<file path="config.mk">
export PLATFORM = sky130hd
export DESIGN_NAME = fir_coeff_loader
export DESIGN_NICKNAME = d
export VERILOG_FILES = /design/src/rtl/fir_coeff_loader.sv
export SDC_FILE = /design/constraint.sdc
export NUM_CORES = 1
export LEC_CHECK = 0
export BUFFER_PORTS_ARGS = -buffer_cell sky130_fd_sc_hd__buf_4
export CAP_MARGIN = 20
export CORE_ASPECT_RATIO = 2
export CORE_MARGIN = 3
export CORE_UTILIZATION = 50
export DETAILED_ROUTE_END_ITERATION = 7
export GPL_ROUTABILITY_DRIVEN = 0
export PLACE_DENSITY = 0.74
export SYNTH_ARGS = -nofsm -noshare
export SYNTH_HDL_FRONTEND = slang
export SYNTH_SLANG_ARGS = --single-unit
export TNS_END_PERCENT = 10
</file>
<file path="constraint.sdc">
create_clock -name clock -period 3.6 [get_ports clock]
set_input_delay 0.54 -clock clock [delete_from_list [all_inputs] [get_ports clock]]
set_output_delay 0.54 -clock clock [all_outputs]
set_load 0.05 [all_outputs]
</file>
<file path="src/rtl/fir_coeff_loader.sv">
// Double-buffered FIR coefficient loader: words stream into a shadow bank, then commit atomically.
// Optional checksum word and CHECK state enabled by defining FIR_COEFF_CHECKSUM_EN.
`timescale 1ns/1ps
module fir_coeff_loader #(
    parameter int C_W   = 12,
    parameter int C_NUM = 31
) (
    input  logic                   clock,
    input  logic                   reset,
    input  logic                   load_start,
    input  logic                   s_valid,
    output logic                   s_ready,
    input  logic [C_W-1:0]         s_data,
    input  logic                   s_last,
    output logic [C_NUM*C_W-1:0]   coeff_out,
    output logic                   coeff_valid,
    output logic                   busy,
    output logic                   done,
    output logic                   err
);
    localparam int IDX_W = $clog2(C_NUM + 1);
`ifdef FIR_COEFF_CHECKSUM_EN
    localparam int LAST_I = C_NUM;
`else
    localparam int LAST_I = C_NUM - 1;
`endif
    localparam logic [IDX_W-1:0] LAST_IDX = IDX_W'(LAST_I);

    typedef enum logic [1:0] {
        IDLE   = 2'd0,
        LOAD   = 2'd1,
`ifdef FIR_COEFF_CHECKSUM_EN
        CHECK  = 2'd3,
`endif
        COMMIT = 2'd2
    } state_t;

    state_t                       state_q, state_d;
    logic [IDX_W-1:0]             idx_q, idx_d;
    logic [C_NUM-1:0][C_W-1:0]    shadow_q, shadow_d;
    logic [C_NUM-1:0][C_W-1:0]    coeff_out_q, coeff_out_d;
    logic                         coeff_valid_q, coeff_valid_d;
    logic                         done_q, done_d;
    logic                         err_q, err_d;
    logic                         xfer;
`ifdef FIR_COEFF_CHECKSUM_EN
    logic [C_W-1:0]               sum_q, sum_d;
    logic [C_W-1:0]               csum_q, csum_d;
`endif

    assign s_ready     = (state_q == LOAD);
    assign busy        = (state_q != IDLE);
    assign coeff_out   = coeff_out_q;
    assign coeff_valid = coeff_valid_q;
    assign done        = done_q;
    assign err         = err_q;
    assign xfer        = s_valid && s_ready;

    always_comb begin
        state_d       = state_q;
        idx_d         = idx_q;
        shadow_d      = shadow_q;
        coeff_out_d   = coeff_out_q;
        coeff_valid_d = coeff_valid_q;
        done_d        = 1'b0;
        err_d         = 1'b0;
`ifdef FIR_COEFF_CHECKSUM_EN
        sum_d         = sum_q;
        csum_d        = csum_q;
`endif
        case (state_q)
            IDLE: begin
                if (load_start) begin
                    state_d = LOAD;
                    idx_d   = '0;
`ifdef FIR_COEFF_CHECKSUM_EN
                    sum_d   = '0;
`endif
                end
            end
            LOAD: begin
                // A restart wins over any word presented in the same cycle.
                if (load_start) begin
                    idx_d = '0;
`ifdef FIR_COEFF_CHECKSUM_EN
                    sum_d = '0;
`endif
                end else if (xfer) begin
                    for (int i = 0; i < C_NUM; i++) begin
                        if (idx_q == IDX_W'(i)) shadow_d[i] = s_data;
                    end
`ifdef FIR_COEFF_CHECKSUM_EN
                    if (idx_q < IDX_W'(C_NUM)) sum_d = sum_q + s_data;
                    csum_d = s_data;
`endif
                    if (idx_q == LAST_IDX) begin
                        if (s_last) begin
`ifdef FIR_COEFF_CHECKSUM_EN
                            state_d = CHECK;
`else
                            state_d = COMMIT;
`endif
                        end else begin
                            err_d   = 1'b1;
                            state_d = IDLE;
                        end
                    end else if (s_last) begin
                        err_d   = 1'b1;
                        state_d = IDLE;
                    end else begin
                        idx_d = idx_q + IDX_W'(1);
                    end
                end
            end
`ifdef FIR_COEFF_CHECKSUM_EN
            CHECK: begin
                if (sum_q == csum_q) begin
                    state_d = COMMIT;
                end else begin
                    err_d   = 1'b1;
                    state_d = IDLE;
                end
            end
`endif
            COMMIT: begin
                coeff_out_d   = shadow_q;
                coeff_valid_d = 1'b1;
                done_d        = 1'b1;
                state_d       = IDLE;
            end
            default: state_d = IDLE;
        endcase
    end

    always_ff @(posedge clock or negedge reset) begin
        if (!reset) begin
            state_q       <= IDLE;
            idx_q         <= '0;
            coeff_out_q   <= '0;
            coeff_valid_q <= 1'b0;
            done_q        <= 1'b0;
            err_q         <= 1'b0;
        end else begin
            state_q       <= state_d;
            idx_q         <= idx_d;
            coeff_out_q   <= coeff_out_d;
            coeff_valid_q <= coeff_valid_d;
            done_q        <= done_d;
            err_q         <= err_d;
        end
    end

    // Shadow contents are meaningless outside a load, so they carry no reset.
    always_ff @(posedge clock) begin
        shadow_q <= shadow_d;
`ifdef FIR_COEFF_CHECKSUM_EN
        sum_q    <= sum_d;
        csum_q   <= csum_d;
`endif
    end

endmodule

</file>
# [Word-level counts from Yosys, hierarchy flattened]
# Index checks and enable logic that the tools add are counted.
[totals] regBits=754 output_inout_bits=377 word_cells=166 input_bits=17
[op_classes] add_sub_neg=1 n_mux=20 n_eq_ne=39 reduce_logical=38 bitwise=1
[ops] cell="$reduce_and 4->1" count=32
[ops] cell="$eq 5x5->1 const B" count=15
[ops] cell="$eq 5x4->1 const B" count=8
[ops] cell="$mux 5" count=5
[ops] cell="$eq 5x3->1 const B" count=4
[ops] cell="$mux 2" count=6
[ops] cell="$eq 5x2->1 const B" count=2
[ops] cell="$pmux 5 s2" count=1
[ops] cell="$mux 1" count=7
[ops] cell="$ne 3x3->1 const B" count=2
[ops] cell="$add 5x1->5 const B" count=1
[ops] cell="$eq 5x1->1 const B" count=1
[ops] cell="$logic_not 5->1" count=1
[ops] cell="$reduce_and 5->1" count=1
[ops] cell="$ne 2x2->1 const B" count=2
[ops] cell="$pmux 2 s2" count=1
[ops] cell="$reduce_bool 2->1" count=2
[ops] cell="$ne 3x1->1 const B" count=1
[ops] cell="$ne 3x2->1 const B" count=1
[ops] cell="$eq 2x1->1 const B" count=1
[ops] cell="$eq 2x2->1 const B" count=1
[ops] cell="$logic_not 2->1" count=1
[ops] cell="$ne 2x1->1 const B" count=1
[ops] cell="$logic_and 1x1->1" count=1
[ops] cell="$not 1->1" count=1

# [Depth between registers and ports, before layout]
[depth] ltp_word=6 depth_mapped=6 depth_no_buf=6

# [Worst setup path after synthesis]
# Ideal clock, no wire load.
[synth_timing] kind="input port to flip-flop" startpoint="in load_start" endpoint="reg shadow_q[360] (netlist name) (enable)" arrival_ps=1822 slack_ps=1381 path_buffers=1 setup_time_ps=398 path_stages=3 required_ps=3202 path_cell_list="or2_0 clkbuf_1 nor3_1"
[synth_between] elab_chain_cells=2
[synth_rtl] element="start: declaration" line="10" rtl="input logic load_start,"
[synth_rtl] element="$not 1->1 (no line)"
[synth_rtl] element="$reduce_and 4->1 (no line)"
[synth_rtl] element="end signal: assignment" line="155" rtl="shadow_q <= shadow_d;"
[synth_rtl] element="end: declaration" line="40" rtl="logic [C_NUM-1:0][C_W-1:0] shadow_q, shadow_d;"
# No other way between the ends.
# A chain may end at the register's enable or synchronous reset.

# [Worst setup path in the final report]
[layout_timing] startpoint="reg state_q[1]" endpoint="reg coeff_out_q, in the netlist coeff_out[55]"
[layout_between] elab_chain_cells=1
[layout_rtl] element="start: declaration" line="38" rtl="state_t state_q, state_d;"
[layout_rtl] element="start signal: assignment" line="144" rtl="state_q <= state_d;"
[layout_rtl] element="$eq 2x2->1" line="71" rtl="case (state_q)"
[layout_rtl] element="end signal: assignment" line="146" rtl="coeff_out_q <= coeff_out_d;"
[layout_rtl] element="end: declaration" line="41" rtl="logic [C_NUM-1:0][C_W-1:0] coeff_out_q, coeff_out_d;"
# No other way between the ends.

==> out/metrics.cfg <==
[global_route]
grtUsageTotal=0.229
grt_max_degree=186
gr-total-overflow=0
grt_pass1_wl_um=92900
antenna_found_initial=0
grt_pass1_vias=14100

[route]
wl_um=62800
first_pass_iters=5
drc_errors=0
vias=13000
drtIter0Drc=718
routed_via_density=5.37
routedWlPerCell_um=26.0
detail-route-antenna-nets=0

[min_path]
hold_class=in2reg
hold_start=s_last

[finish]
n_fill_cell=3605
syn_to_final_growth_pct=22.8
final_net_count=1731
drive_gt1_frac=0.516
layout.cells.non_filler=2414
antenna_cells=0

[yosys]
ys_warn_count=0
yosysUniqueCellTypes=32
synth_area_leaders=edfxtp_1 43%, dfrtp_1 37%, mux2_2 16%
synth_area_um2=25800
yosysSeqAreaShare=0.804
synth-seq-cells=754
synth_top_area_frac=0.433
synth.largest_area_cell=edfxtp_1
avgSynthCellArea_um2=20.3
syn_inst=1268
syn-num-nets=1290

[floorplan]
die_w_um=167
ios=394
die_h_um=327
die_area_um2=54500
core-area_um2=50900
placementRows=117
start_util=0.506

[timing]
finalClockSkew_ps=18.9
hold_viol=0
slew_violations=0
final.period_utilization=0.639
fmax_mhz=435
tightest_slew_ps=1110
rsz0062_at_grt=false
setup_viol=0
max-slew-margin-rel=0.258
finalSetupTns_ps=0
period_needed_ps=2300

[power]
p_per_area_nw_per_um2=513
p_leak_nw=14.3
vdd_ir_drop_max_uv=546

[critical_path]
worstSetupPathType=reg2reg
startpoint=state_q[1]
critPathMaxFanout=185
arrival_ps=2780
cpPeakStageDelay_ps=640
required_ps=4080
worstSetupStartpointType=flip-flop
reg2reg_from=state_q[1]
cp_slowest_cell=buf_12
worst_setup_path_end_kind=flip-flop
cp_cell_sequence=nor2b_4 > buf_12 > mux2_2

[clock_tree]
clk_pin_slew_ps=70
cts_tree=done
cts_max_level=2
cts.path.max_buffers=3
numCtsBuffers=59
cts_sinks=754
insertion_delay_ps=620
cts_post_setup_buffers_inserted=0
cts_root_buffer=clkbuf_16

[run]
maxCapViolations=0

[placed_design]
dp_cells=2301
port_buffers=393
dp_hpwl_um=38700

[outcome]
outcome=finished clean

==> sequential cells by signal (all words and copies together), names as in the netlist <==
register,cells
coeff_out,372
coeff_valid,1
done,1
err,1
idx_q,5
shadow_q,372
state_q,2
==> critical path: cells and delay by family (launching register included) <==
kind / cells / cell delay (ps)
buffers and inverters: 1 / 640
flip-flops: 1 / 550
multiplexers: 1 / 440
AND/OR/NAND/NOR: 1 / 300
==> path summary, 6_finish.rpt <==
kind                                  end  slack (ps)  cells past startpoint
setup / recovery            coeff_out[55]        1300                      3
hold / removal                 state_q[1]         190                      2
setup reg to reg            coeff_out[55]        1300                      3
hold reg to reg            coeff_out[254]         470                      1
max in group asynchronous  coeff_out[338]        2070                      3
min in group asynchronous  coeff_out[221]         500                      2
==> layout by cell type (no fill, tap or decap), drive strengths merged, types with 3 or more instances in the layout <==
cell	Yosys	routed
and2	3	3
buf	46	430
bufinv	0	9
clkbuf	5	81
clkinv	0	18
dfrtp	382	382
edfxtp	372	372
ha	5	5
inv	6	10
mux2	372	372
nand2	7	7
nand3	11	11
nor2	31	31
nor3	3	3
o311ai	6	6
or2	4	4
==> layout make-up <==
class	count	area [um^2]	share of cell area
inverters	6	22.5	0.000711
well taps	654	818	0.0258
multi-input cells	457	4710	0.149
flip-flops and latches	754	20700	0.654
repair buffers	431	3310	0.104
clock inverters	31	405	0.0128
clock buffers	81	1680	0.0531
==> synthesized netlist by cell type <==
master,number
nand4_1,1
inv_1,6
nor3_1,3
mux2_2,372
nand2_1,7
nor3b_1,1
a41o_4,1
o2bb2ai_1,1
buf_2,9
nor2b_1,2
or3_1,1
nor2_1,31
edfxtp_1,372
nand3_1,11
dfrtp_1,382
o311ai_0,5
xor2_1,1
and2_1,3
a41oi_1,1
or2_0,1
or4_1,1
clkbuf_1,5
a221o_1,1
nand2b_1,1
or2_2,3
buf_6,1
o311ai_1,1
buf_4,36
nor4bb_1,1
ha_1,5
a211oi_1,1
or2b_1,1
==> where the power goes <==
group	switching (W)	total [W]	internal [W]
sequential	0.00000659	0.00907	0.00906
clock	0.00298	0.00691	0.00393
combinational	0.000243	0.000280	0.0000361
total	0.00323	0.0163	0.0130
==> stage by stage <==
stage	hold slack, ps	area (um^2)	setup WS (ps)	util	total power (W)
4_1_cts	160	31700	1330	0.622	0.0164
5_1_grt	180	31700	1160	0.622	0.0168
2_1_floorplan	244	25800	1380	-	0.00928
3_5_place_dp	461	29600	1220	0.581	0.00954
6_report	192	31700	1300	0.622	0.0163
3_3_place_gp	453	29600	1210	0.581	0.00954
==> layer usage <==
layer  up-vias  wire [um]  share of wire  global-route usage
met5         -          0              0                   0
li1       5573          -              -                   -
met3       118       3610          0.057              0.0475
met1      6829      23700           0.38               0.278
met4         0       2580          0.041              0.0871
met2       448      33000           0.52               0.405
==> what timing repair did <==
| action | CTS | global route |
|---|---|---|
| hold buffers | 1 | 0 |
| hold endpoints to repair | 79 | 0 |
| resized for setup | 0 | 0 |
| setup endpoints to repair | 0 | 0 |
==> cell families (layout without fill, tap and decap cells) <==
group / count (synthesis) / count (layout) / synth area share
xor+xnor: 1 / 1 / 0.000340
flops: 754 / 754 / 0.804
fa+ha+maj: 5 / 5 / 0.00243
mux: 372 / 372 / 0.162
simple gates: 68 / 68 / 0.0124
buf+inv: 57 / 549 / 0.0143
compound gates: 11 / 11 / 0.00422
(Power assumes the default switching activity.)
